$ cat src/rtl/dispatch_ctrl.sv
// dispatch_ctrl: dispatch admission controller and recovery sequencer.
// Each cycle it grants a thermometer of lanes sized by the scarcest
// resource. Dispatch is blocked for a fixed window after a branch
// hazard, and it stops for good once a halt instruction retires.
// Optional feature macro: DISPATCH_PERF_EN adds saturating counters
// that attribute stall and recovery cycles.
//
// The FSM state is visible through the recovering and halted outputs.
// The grant is purely combinational; only the FSM state and the
// recovery counter are registered.
module dispatch_ctrl #(
    parameter int N_WAY        = 2,
    parameter int N_ROB        = 32,
    parameter int N_PR         = 64,
    parameter int N_RS         = 16,
    parameter int FLUSH_CYCLES = 2
) (
    input  logic                       clock,
    input  logic                       reset,
    input  logic [N_WAY-1:0]           inst_valid,
    input  logic [$clog2(N_ROB):0]     rob_free_cnt,
    input  logic [$clog2(N_PR):0]      fl_free_cnt,
    input  logic [$clog2(N_RS):0]      rs_free_cnt,
    input  logic                       branch_haz,
    input  logic [N_WAY-1:0]           retire_valid,
    input  logic [N_WAY-1:0]           retire_halt,
    output logic [N_WAY-1:0]           dispatch_en,
    output logic [$clog2(N_WAY):0]     dispatch_num,
    output logic                       dispatch_stall,
    output logic                       recovering,
    output logic                       halted
`ifdef DISPATCH_PERF_EN
    ,
    output logic [31:0]                perf_rob_stall,
    output logic [31:0]                perf_fl_stall,
    output logic [31:0]                perf_rs_stall,
    output logic [31:0]                perf_recover_cyc
`endif
);

    localparam int NUM_W = $clog2(N_WAY) + 1;
    localparam int CNT_W = (FLUSH_CYCLES > 1) ? $clog2(FLUSH_CYCLES) : 1;
    localparam logic [CNT_W-1:0] CNT_LOAD = CNT_W'(FLUSH_CYCLES - 1);

    typedef enum logic [1:0] {
        ST_RUN     = 2'd0,
        ST_RECOVER = 2'd1,
        ST_HALTED  = 2'd2
    } state_t;

    state_t           state, state_nxt;
    logic [CNT_W-1:0] cnt, cnt_nxt;

    logic [31:0]      avail;
    logic             gap;
    logic [31:0]      rob_ext, fl_ext, rs_ext;
    logic [31:0]      min_w;
    logic [NUM_W-1:0] grant;
    logic             dispatch_ok;
    logic             halt_ret;

    assign halt_ret = |(retire_valid & retire_halt);
    assign rob_ext  = 32'(rob_free_cnt);
    assign fl_ext   = 32'(fl_free_cnt);
    assign rs_ext   = 32'(rs_free_cnt);

    // Count contiguous valid lanes from lane 0; anything after a gap waits.
    always_comb begin
        avail = 32'd0;
        gap   = 1'b0;
        for (int i = 0; i < N_WAY; i++) begin
            if (!inst_valid[i])
                gap = 1'b1;
            else if (!gap)
                avail = avail + 32'd1;
        end
    end

    // Grant is the minimum of demand, every resource count and the lane width.
    always_comb begin
        min_w = 32'(N_WAY);
        if (avail   < min_w) min_w = avail;
        if (rob_ext < min_w) min_w = rob_ext;
        if (fl_ext  < min_w) min_w = fl_ext;
        if (rs_ext  < min_w) min_w = rs_ext;
        grant = NUM_W'(min_w);
    end

    assign dispatch_ok = !reset && (state == ST_RUN) && !branch_haz;

    // Thermometer grant from lane 0, suppressed whenever dispatch is blocked.
    always_comb begin
        dispatch_en  = '0;
        dispatch_num = '0;
        if (dispatch_ok) begin
            dispatch_num = grant;
            for (int i = 0; i < N_WAY; i++)
                dispatch_en[i] = (32'(i) < 32'(grant));
        end
    end

    assign dispatch_stall = !reset && (state == ST_RUN) && (avail > 32'(dispatch_num));
    assign recovering     = !reset && (state == ST_RECOVER);
    assign halted         = !reset && (state == ST_HALTED);

    // Next-state logic: a retiring halt outranks a hazard in every state.
    always_comb begin
        state_nxt = state;
        cnt_nxt   = cnt;
        case (state)
            ST_RUN: begin
                if (halt_ret) begin
                    state_nxt = ST_HALTED;
                end else if (branch_haz) begin
                    state_nxt = ST_RECOVER;
                    cnt_nxt   = CNT_LOAD;
                end
            end
            ST_RECOVER: begin
                if (halt_ret) begin
                    state_nxt = ST_HALTED;
                end else if (branch_haz) begin
                    cnt_nxt = CNT_LOAD;
                end else if (cnt == '0) begin
                    state_nxt = ST_RUN;
                end else begin
                    cnt_nxt = cnt - 1'b1;
                end
            end
            ST_HALTED: begin
                state_nxt = ST_HALTED;
            end
            default: begin
                state_nxt = ST_RUN;
                cnt_nxt   = '0;
            end
        endcase
    end

    // State register with synchronous reset back to RUN.
    always_ff @(posedge clock) begin
        if (reset) begin
            state <= ST_RUN;
            cnt   <= '0;
        end else begin
            state <= state_nxt;
            cnt   <= cnt_nxt;
        end
    end

`ifdef DISPATCH_PERF_EN
    logic rob_lim, fl_lim, res_stall, blocked_haz;

    // The smallest resource sets the grant on a stall; ties favour ROB, then FL.
    assign rob_lim     = (rob_ext <= fl_ext) && (rob_ext <= rs_ext);
    assign fl_lim      = !rob_lim && (fl_ext <= rs_ext);
    assign res_stall   = dispatch_stall && !branch_haz;
    assign blocked_haz = (state == ST_RECOVER) || ((state == ST_RUN) && branch_haz);

    // Saturating event counters, cleared by reset.
    always_ff @(posedge clock) begin
        if (reset) begin
            perf_rob_stall   <= '0;
            perf_fl_stall    <= '0;
            perf_rs_stall    <= '0;
            perf_recover_cyc <= '0;
        end else begin
            if (res_stall && rob_lim && (perf_rob_stall != 32'hFFFF_FFFF))
                perf_rob_stall <= perf_rob_stall + 32'd1;
            if (res_stall && fl_lim && (perf_fl_stall != 32'hFFFF_FFFF))
                perf_fl_stall <= perf_fl_stall + 32'd1;
            if (res_stall && !rob_lim && !fl_lim && (perf_rs_stall != 32'hFFFF_FFFF))
                perf_rs_stall <= perf_rs_stall + 32'd1;
            if (blocked_haz && (perf_recover_cyc != 32'hFFFF_FFFF))
                perf_recover_cyc <= perf_recover_cyc + 32'd1;
        end
    end
`endif

endmodule
$ cat config.mk
export PLATFORM = sky130hd
export DESIGN_NAME = dispatch_ctrl
export DESIGN_NICKNAME = d
export VERILOG_FILES = /design/src/rtl/dispatch_ctrl.sv
export SDC_FILE = /design/constraint.sdc
export NUM_CORES = 1
export LEC_CHECK = 0
export CAP_MARGIN = 25
export CORE_UTILIZATION = 41
export CTS_CLUSTER_SIZE = 14
export DETAILED_ROUTE_END_ITERATION = 8
export PLACE_DENSITY = 0.9
export SLEW_MARGIN = 5
export SYNTH_ARGS = -nofsm -noshare
export SYNTH_HDL_FRONTEND = slang
export SYNTH_SLANG_ARGS = --single-unit
$ cat constraint.sdc
create_clock -name clock -period 6.35 [get_ports clock]
set_input_delay 0.635 -clock clock [delete_from_list [all_inputs] [get_ports clock]]
set_output_delay 0.635 -clock clock [all_outputs]
set_load 0.02 [all_outputs]
# Yosys cells after proc, flatten, opt, wreduce, memory -nomap -nowiden
# Index checks and enable logic that the tools add are counted.
# Widths: inputs -> output; s select.
op_classes:
  addsub: 2
  n_mux: 21
  bitwise: 2
  n_reduce_logical: 11
  magnitude_cmp: 7
  n_eq_ne: 8
op_table:
  columns: ["op", "n"]
  rows:
  - ["$mux 32", 3]
  - ["$gt 32x2->1", 1]
  - ["$lt 32x2->1 const B", 1]
  - ["$lt 5x32->1", 1]
  - ["$lt 6x32->1", 1]
  - ["$lt 7x32->1", 1]
  - ["$mux 2", 10]
  - ["$ne 3x3->1 const B", 3]
  - ["$mux 1", 6]
  - ["$ne 2x2->1 const B", 3]
  - ["$pmux 2 s3", 1]
  - ["$logic_and 1x1->1", 5]
  - ["$lt 1x2->1 const A", 2]
  - ["$reduce_and 4->1", 1]
  - ["$pmux 1 s3", 1]
  - ["$reduce_and 3->1", 1]
  - ["$add 1x1->2 const B", 1]
  - ["$and 2x2->2", 1]
  - ["$eq 2x1->1 const B", 1]
  - ["$eq 2x2->1 const B", 1]
  - ["$logic_not 1->1", 2]
  - ["$logic_not 2->1", 1]
  - ["$reduce_or 2->1", 1]
  - ["$not 1->1", 1]
  - ["$sub 1x1->1 const B", 1]
totals:
  regBits: 3

# Depth between registers and ports, before layout
# Gate-level depths: netlist (run 1).
depth:
  ltp_word: 15
  depth_mapped: 25
  mapped_depth_nobuf: 24

# Least setup slack after synthesis (run 1)
# No wires, ideal clock.
synth_path:
  kind: "in2out"
  start: "input inst_valid[0]"
  end: "output dispatch_stall"
  arrival_ns: 5.185
  path_slack_ns: 0.530
  path_buffers: 1
  stages: 22
  t_required_ns: 5.715
  cell_sequence: "nand2_1 > ha_1 > or4_4 > nor2_1 > a21o_1 > a22o_2 > inv_1 > ha_1 > nor3_1 > o211ai_2 > o221ai_2 > and2_1 > clkbuf_2 > o21ai_0 > ha_1 > o21a_1 > o21a_1 > o21ai_0 > a32oi_2 > a311oi_1 > ha_1 > a21oi_1"
synth_via:
  elab_chain_cells: 15
synth_rtl:
  columns: ["element", "line", "source"]
  rows:
  - ["from (decl)", "20", "input logic [N_WAY-1:0] inst_valid,"]
  - ["$mux 1", "72", "if (!inst_valid[i])"]
  - ["$add 1x1->2", "75", "avail = avail + 32'd1;"]
  - ["$mux 2", "74", "else if (!gap)"]
  - ["$mux 2 (*)", "72", null]
  - ["$lt 32x2->1", "82", "if (avail < min_w) min_w = avail;"]
  - ["$mux 32 (*)", "82", null]
  - ["$lt 6x32->1", "83", "if (rob_ext < min_w) min_w = rob_ext;"]
  - ["$mux 32 (*)", "83", null]
  - ["$lt 7x32->1", "84", "if (fl_ext < min_w) min_w = fl_ext;"]
  - ["$mux 32 (*)", "84", null]
  - ["$lt 5x32->1", "85", "if (rs_ext < min_w) min_w = rs_ext;"]
  - ["$mux 2 (*)", "85", null]
  - ["$mux 2 (*)", "95", "if (dispatch_ok) begin"]
  - ["net dispatch_num[0]", "28", "output logic [$clog2(N_WAY):0] dispatch_num,"]
  - ["$gt 32x2->1 (*)", "102", "assign dispatch_stall = !reset && (state == ST_RUN) && (avail > 32'(dispatch_num));"]
  - ["$logic_and 1x1->1 (*)", "102", null]
  - ["to (decl)", "29", "output logic dispatch_stall,"]
# The timed path passes the listed nets; every way through them passes the cells marked *.

# Worst setup path in the final report (run 1)
layout_path:
  start: "input inst_valid[1]"
  end: "output dispatch_num[1]"
layout_via:
  elab_chain_cells: 10
layout_rtl:
  columns: ["element", "line"]
  rows:
  - ["$mux 2 (*)", "72"]
  - ["$lt 32x2->1", "82"]
  - ["$mux 32 (*)", "82"]
  - ["$lt 6x32->1", "83"]
  - ["$mux 32 (*)", "83"]
  - ["$lt 7x32->1", "84"]
  - ["$mux 32 (*)", "84"]
  - ["$lt 5x32->1", "85"]
  - ["$mux 2 (*)", "85"]
  - ["$mux 2 (*)", "95"]
  - ["to (decl)", "28"]
# Every way passes the cells marked *; elsewhere a longest branch is shown, timed or not.

==> results of run 1 <==
## metrics by stage
stage               utilization  instances
global placement         0.7116        171
CTS                      0.7370        175
floorplan                     -        101
detailed placement       0.7116        171
finish                   0.7601        175
global route             0.7601        175
## repair_timing
item,CTS,global route
gates resized for setup,10,12
gates cloned,0,0
setup endpoints to repair,4,5
setup buffers,0,0
pin swaps,1,4
## power by group through the flow
| stage | registers (mW) | clock network, mW | logic, mW |
|---|---|---|---|
| floorplan | 0.0221 | 0 | 0.0463 |
| global placement | 0.0223 | 0 | 0.0840 |
| detailed placement | 0.0225 | 0 | 0.0870 |
| CTS | 0.0221 | 0.0354 | 0.0890 |
| global route | 0.0225 | 0.0376 | 0.103 |
| finish | 0.0222 | 0.0356 | 0.0946 |
## synthesized netlist by cell type (2+ instances only)
cell type and number:
nor4_1 2, inv_1 4, or2_2 2, nor2_1 9, nand3b_1 2, nor3_1 3, dfxtp_1 3, a21oi_1 7
nand3_1 3, nand2b_1 3, mux2i_1 2, o21a_1 2, nand2_1 5, and2_1 2, o21ai_0 6, ha_1 12
## layout make-up
cell class / instances / share of cell area
well taps: 25 / 0.02383
repair buffers: 47 / 0.3317
flip-flops and latches: 3 / 0.04576
inverters: 4 / 0.01144
multi-input cells: 92 / 0.5672
clock buffers: 4 / 0.02002
## cell families (layout without fill, tap and decap cells)
logic type	after synthesis	after routing	share of synthesized area
AO/OA/AOI/OAI	33	33	0.3230
buffers and inverters	6	55	0.03606
other	1	4	0.004913
flip-flops	3	3	0.07869
AND/OR/NAND/NOR	39	39	0.2967
adder cells (fa/ha/maj)	12	12	0.1967
multiplexers	4	4	0.06393
## final timing paths
| check | start | endpoint | slack [ps] | depth (start not counted) |
|---|---|---|---|---|
| hold reg to reg | cnt | cnt | 500 | 2 |
| setup reg to reg | state[1] | cnt | 5380 | 4 |
| hold / removal | cnt | cnt | 500 | 2 |
| setup / recovery | inst_valid[1] | dispatch_num[1] | 210 | 23 |
## worst max-delay path, stage by stage
cell and delay, ps:
clkdlybuf4s50_1 480, nand2_1 80, ha_2 190, or4_4 460, nor2_4 140, a21o_1 120, a22o_2 130, inv_1 40
ha_1 270, o21ai_2 120, a21oi_2 70, o221ai_2 190, and2_4 190, nand2_1 70, ha_1 200, or4_4 570
a21oi_4 140, nand4_1 120, mux2i_2 240, nor3b_4 70, buf_4 140, mux2_4 290, clkdlybuf4s50_1 530
## flip-flops by register name, summed over array words and instances, names as in the netlist
register and cells:
cnt 1, state 2
## metal layers
metal  part of all wire  global-route usage
met1               0.40              0.2692
met3              0.038             0.04400
met4              0.013              0.1030
met2               0.54              0.4696
met5                  0                   0
==> out/qor.csv, run 1 <==
metric;value;unit
clk_path_buf_depth;2;
syn_area;763.2;um2
grt-ovfl-total;0;
pwr-share-seq;0.146;
routed_wl;2294;um
critical_path_class;in2out;
placementRows;15;
ctsHoldBuffers;0;
rsz0062_at_grt;no;
drtIter0Drc;12;
portBuffers;33;
synth_largest_area_cell;ha_1;
ys_seq_area_frac;0.07869;
drive_above_1_share;0.2667;
synth_cells;98;
finalHoldViolCount;0;
die_area;2038;um2
synth_edf_count;0;
synth_area_per_cell;7.788;um2
slew_headroom;0.5914;
yosysUniqueCellTypes;47;
place_hpwl;1831;um
path_clk_slew;40;ps
crit_arrival;5500;ps
p_leak;0.5443;nW
io_pins;34;
crit_fanout;5;
remaining_drc_errors;0;
cts_tree;done;
clock-sinks;3;
worst_pin_slew;607.4;ps
switching_power;56.31;uW
max-cap-violations;0;
antenna_left;0;
grt_pass1_vias;944;
final_area;1313;um2
track_usage;0.2494;
place_ws;-496.9;ps
p_int;96.11;uW
n_antenna_cell;0;
synthFlopType;dfxtp_1;
vias;945;
setup_violations;0;
synth_top_area_frac;0.1967;
fin_nets;190;
fmax;0.1630;GHz
ir_drop;0.1336;mV
die_w;45.15;um
grt_pass1_wl;3767;um
p_comb_frac;0.620;
synthArstFlopShare;0;
layout_commonest_cell;clkdlybuf4s50_1;
ys_ff_latch;3;
fp.dieH;45.15;um
start_util;0.4420;
final-seq-area;60.06;um2
period_minus_slack;6136;ps
gp_congestion;0.8514;
clk_latency;250;ps
clkPwrFrac;0.234;
worstPathRequired;5710;ps
area_growth;71.97;%
whs;504.8;ps
synth_area_leaders;ha_1 20%, dfxtp_1 7.9%, a21oi_1 4.6%;
avgViaCountPerCell;5.400;
slew_violations;0;
final_cell_mix;31 x clkdlybuf4s50_1, 15 x buf_4, 11 x ha_1, 8 x nor2_1;
period_share;0.9664;
root_buffer;clkbuf_4;
p_per_area;116.1;nW/um2
crit_path_end_kind;primary output;
power.total;152.4;uW
status;complete, no violations;
p_sw_frac;0.3694;
fin_tns_setup;0;ps
fillerInstances;121;
first_pass_iters;4;
antenna_found_initial;0;
place_area;1229;um2
worst_slack;213.5;ps
hp-class;reg2reg;
h-tree-depth;1;
ys.warnings.count;0;
coreArea;1727;um2
routedWlPerCell;13.11;um
skew;4.173;ps
cts_buffers;3;
critPathLaunchType;input port;
multiInputGateArea;744.5;um2
grt_max_degree;9;
Power figures use the tool's default switching activity.
==> inputs of run 2 (changes only) <==
--- a/config.mk
+++ b/config.mk
@@ -11,4 +11,4 @@
 export DETAILED_ROUTE_END_ITERATION = 8
-export PLACE_DENSITY = 0.9
-export SLEW_MARGIN = 5
+export PLACE_DENSITY_LB_ADDON = 0.05
+export SLEW_MARGIN = 20
 export SYNTH_ARGS = -nofsm -noshare
==> constraint.sdc (replaced) <==
create_clock -name clock -period 6.35 [get_ports clock]
set_input_delay 0.9525 -clock clock [delete_from_list [all_inputs] [get_ports clock]]
set_output_delay 0.9525 -clock clock [all_outputs]
set_load 0.02 [all_outputs]
==> run 2 against run 1 <==
  * The run now fails in 5_1_grt
  * Synthesized area is the same
  * Synthesized cell count is the same
==> out/qor.csv, run 2 <==
metric;value;unit
status;aborted with a tool error;
lastStage;5_1_grt;
error;[ERROR GRT-0232] Routing congestion too high. Check the congestion heatmap in the GUI.;
io_pins;34;
portBuffers;33;
synth_area_per_cell;7.788;um2
die_w;45.15;um
root_buffer;clkbuf_4;
track_usage;0.6331;
clk_path_buf_depth;2;
yosysUniqueCellTypes;47;
clock-sinks;3;
synthSimpleGateAreaFrac;0.2967;
synth.most_common_cell;ha_1;
ys_seq_area_frac;0.07869;
synth_top_family_by_area;compound AO/OA/AOI/OAI gates;
ys.warnings.count;0;
endpoint_type;output port;
syn_area;763.2;um2
ctsHoldBuffers;0;
start_util;0.4420;
synth_compound_area_frac;0.3230;
synth_edf_count;0;
dp_cells;175;
place_ws;-1138;ps
ys_ff_latch;3;
synthFlopType;dfxtp_1;
gp_congestion;0.8717;
synth-adder-area-share;0.1967;
grt_max_degree;9;
synth_cells;98;
crit_endpoint;dispatch_stall;
synth_commonest_cells;12 x ha_1, 9 x nor2_1, 7 x a21oi_1, 6 x o21ai_0, 5 x nand2_1;
synth_area_leaders;ha_1 20%, dfxtp_1 7.9%, a21oi_1 4.6%;
fp.dieH;45.15;um
grt-ovfl-total;9;
cts_buffers;3;
placementRows;15;
synth_largest_area_cell;ha_1;
h-tree-depth;1;
place_hpwl;1769;um
synthMuxAreaShare;0.06393;
synth_top_area_frac;0.1967;
synth_xor_area_frac;0;
synthArstFlopShare;0;
[run 2: cell counts after synthesis]
Identical to the previous run, type by type.
[run 2: cell families after synthesis]
logic type | after synthesis
flip-flops | 3
AO/OA/AOI/OAI | 33
multiplexers | 4
AND/OR/NAND/NOR | 39
buffers and inverters | 6
other | 1
adder cells (fa/ha/maj) | 12
[run 2: per-layer routing]
metal  GRT overflow  GRT usage
met4              4     0.7394
met3              0     0.3720
met5              0          0
met1              0     0.5861
met2              5     0.8928
[run 2: through the flow]
stage / hold WS, ps / area, um2
floorplan: 453.7 / 784.5
global placement: 480.4 / 1269
detailed placement: 486.3 / 1269
CTS: 495.8 / 1584
[run 2: timing repair]
item,4_1_cts
pin swaps,18
endpoints found under the hold margin,0
resized for setup,45
setup endpoints to repair,5
setup buffers,32
==> inputs of run 3 (changes only) <==
CORE_AREA = 2 2 63 65   (was not set)
CORE_UTILIZATION = not set   (was 41)
CTS_CLUSTER_SIZE = not set   (was 14)
DIE_AREA = 0 0 65 67   (was not set)
PLACE_DENSITY_LB_ADDON = 0.15   (was 0.05)
==> run 3 against run 2 <==
  * The flow now finishes without violations
==> out/qor.csv, run 3 (synthesis gave the netlist of run 1 again) <==
metric;value;unit
status;complete, no violations;
worst_r2r_endpoint;cnt;
start_util;0.2117;
gp_congestion;0.7621;
final_cell_mix;31 x buf_4, 22 x clkdlybuf4s50_1, 9 x ha_1, 8 x nor2_1;
first_pass_iters;4;
critical_path_class;in2out;
path_clk_slew;30;ps
dp_cells;203;
endpoint;dispatch_stall;
grt-ovfl-total;0;
critPathLaunchType;input port;
setup_violations;0;
cts_buffers;3;
fmax;0.1599;GHz
period_minus_slack;6256;ps
routed_wl;2431;um
crit_arrival;5300;ps
io_pins;34;
placementRows;22;
period_share;0.9851;
cts_tree;done;
remaining_drc_errors;0;
track_usage;0.1170;
crit_fanout;4;
slew_headroom;0.6261;
die_w;65;um
clk_path_buf_depth;2;
h-tree-depth;1;
fin_tns_setup;0;ps
fillerInstances;390;
grt_pass1_wl;4002;um
critPathLaunch;rob_free_cnt[4];
ff2ff_path_depth;4;
vias;994;
place_hpwl;2023;um
fp.dieH;67;um
reg_top3;state (2), cnt (1);
worst_pin_slew;555.8;ps
p_per_area;124.6;nW/um2
reg2reg_from;state[1];
avgViaCountPerCell;4.645;
ctsHoldBuffers;0;
crit_path_end_kind;primary output;
antenna_left;0;
whs;490.6;ps
routedWlPerCell;11.36;um
n_antenna_cell;0;
grt_pass1_vias;980;
hp-class;reg2reg;
drtIter0Drc;6;
coreArea;3606;um2
drive_above_1_share;0.4036;
layout_commonest_cell;buf_4;
p_leak;0.6392;nW
fin_nets;206;
antenna_found_initial;0;
max-cap-violations;0;
portBuffers;33;
die_area;4355;um2
rsz0062_at_grt;yes;
worstPathRequired;5400;ps
largest_register_ffs;2;
max_flop_register;state;
clk_latency;220;ps
area_growth;94.59;%
skew;4.090;ps
slew_violations;0;
clock-sinks;3;
root_buffer;clkbuf_8;
worstHoldStart;cnt;
grt_max_degree;8;
finalHoldViolCount;0;
fin_cells;214;
postLayoutCoreUtil;0.4119;
r2r_slack;5400;ps
ir_drop;0.03053;mV
[run 3: cell type report]
class / instances / area (um2) / area share
Clock buffer: 4 / 45.04 / 0.03033
Tap cell: 48 / 60.06 / 0.04044
Multi-Input combinational cell: 92 / 780.7 / 0.5257
Sequential cell: 3 / 60.06 / 0.04044
Timing Repair Buffer: 63 / 524.3 / 0.3530
Inverter: 4 / 15.01 / 0.01011
[run 3: worst max-delay path: stages]
cell	delay [ps]
dlygate4sd2_1	270
or4_4	530
nor2_4	100
a21o_1	110
a22o_2	130
inv_1	40
ha_1	290
o21ai_2	150
a21oi_2	80
o221ai_2	190
and2_4	200
o21ai_2	60
ha_2	190
or4_4	550
a21oi_4	130
nand4_1	100
mux2i_2	230
nor3b_4	70
mux2i_1	170
ha_1	260
nor2b_1	130
o21ai_1	140
a21oi_2	50
buf_4	150
[run 3: per-layer routing]
metal  GRT usage  wire length, um  vias to the layer above
met4     0.03989               21                        0
met2      0.2358             1290                       20
met5           0                0                        -
met1      0.1246             1030                      460
li1            -                -                      512
met3     0.01182               88                        2
[run 3: how the worst min path moves through the flow]
stage / end / slack [ps] / cells past startpoint
detailed placement: cnt / 490 / 2
CTS: cnt / 490 / 2
finish: cnt / 490 / 2
global route: cnt / 530 / 2
global placement: cnt / 480 / 2
floorplan: cnt / 450 / 2
[run 3: repair_timing]
item,CTS,global route
hold endpoints to repair,0,0
endpoints found under the setup margin,5,5
resized for setup,44,11
pin swaps,18,5
setup buffers,6,1
[run 3: metrics by stage]
step	cell area, um2	total power, mW	setup slack [ps]
2_1_floorplan	784.5	0.06989	10.78
3_3_place_gp	1335	0.1168	-1122
3_5_place_dp	1335	0.1177	-1202
4_1_cts	1466	0.1842	4.542
5_1_grt	1485	0.1982	-171.4
6_report	1485	0.1851	94.33
[run 3: where the power goes]
group | internal [mW] | switching (mW) | leakage, nW
combinational | 0.0599 | 0.0456 | 0.592
sequential | 0.0205 | 0.00192 | 0.0248
clock | 0.0429 | 0.0142 | 0.0228
==> inputs of run 4 (changes only) <==
CTS_CLUSTER_DIAMETER = 40   (was not set)
==> results of run 4 <==
Final layout, timing and power as in run 3 (identical DEF).
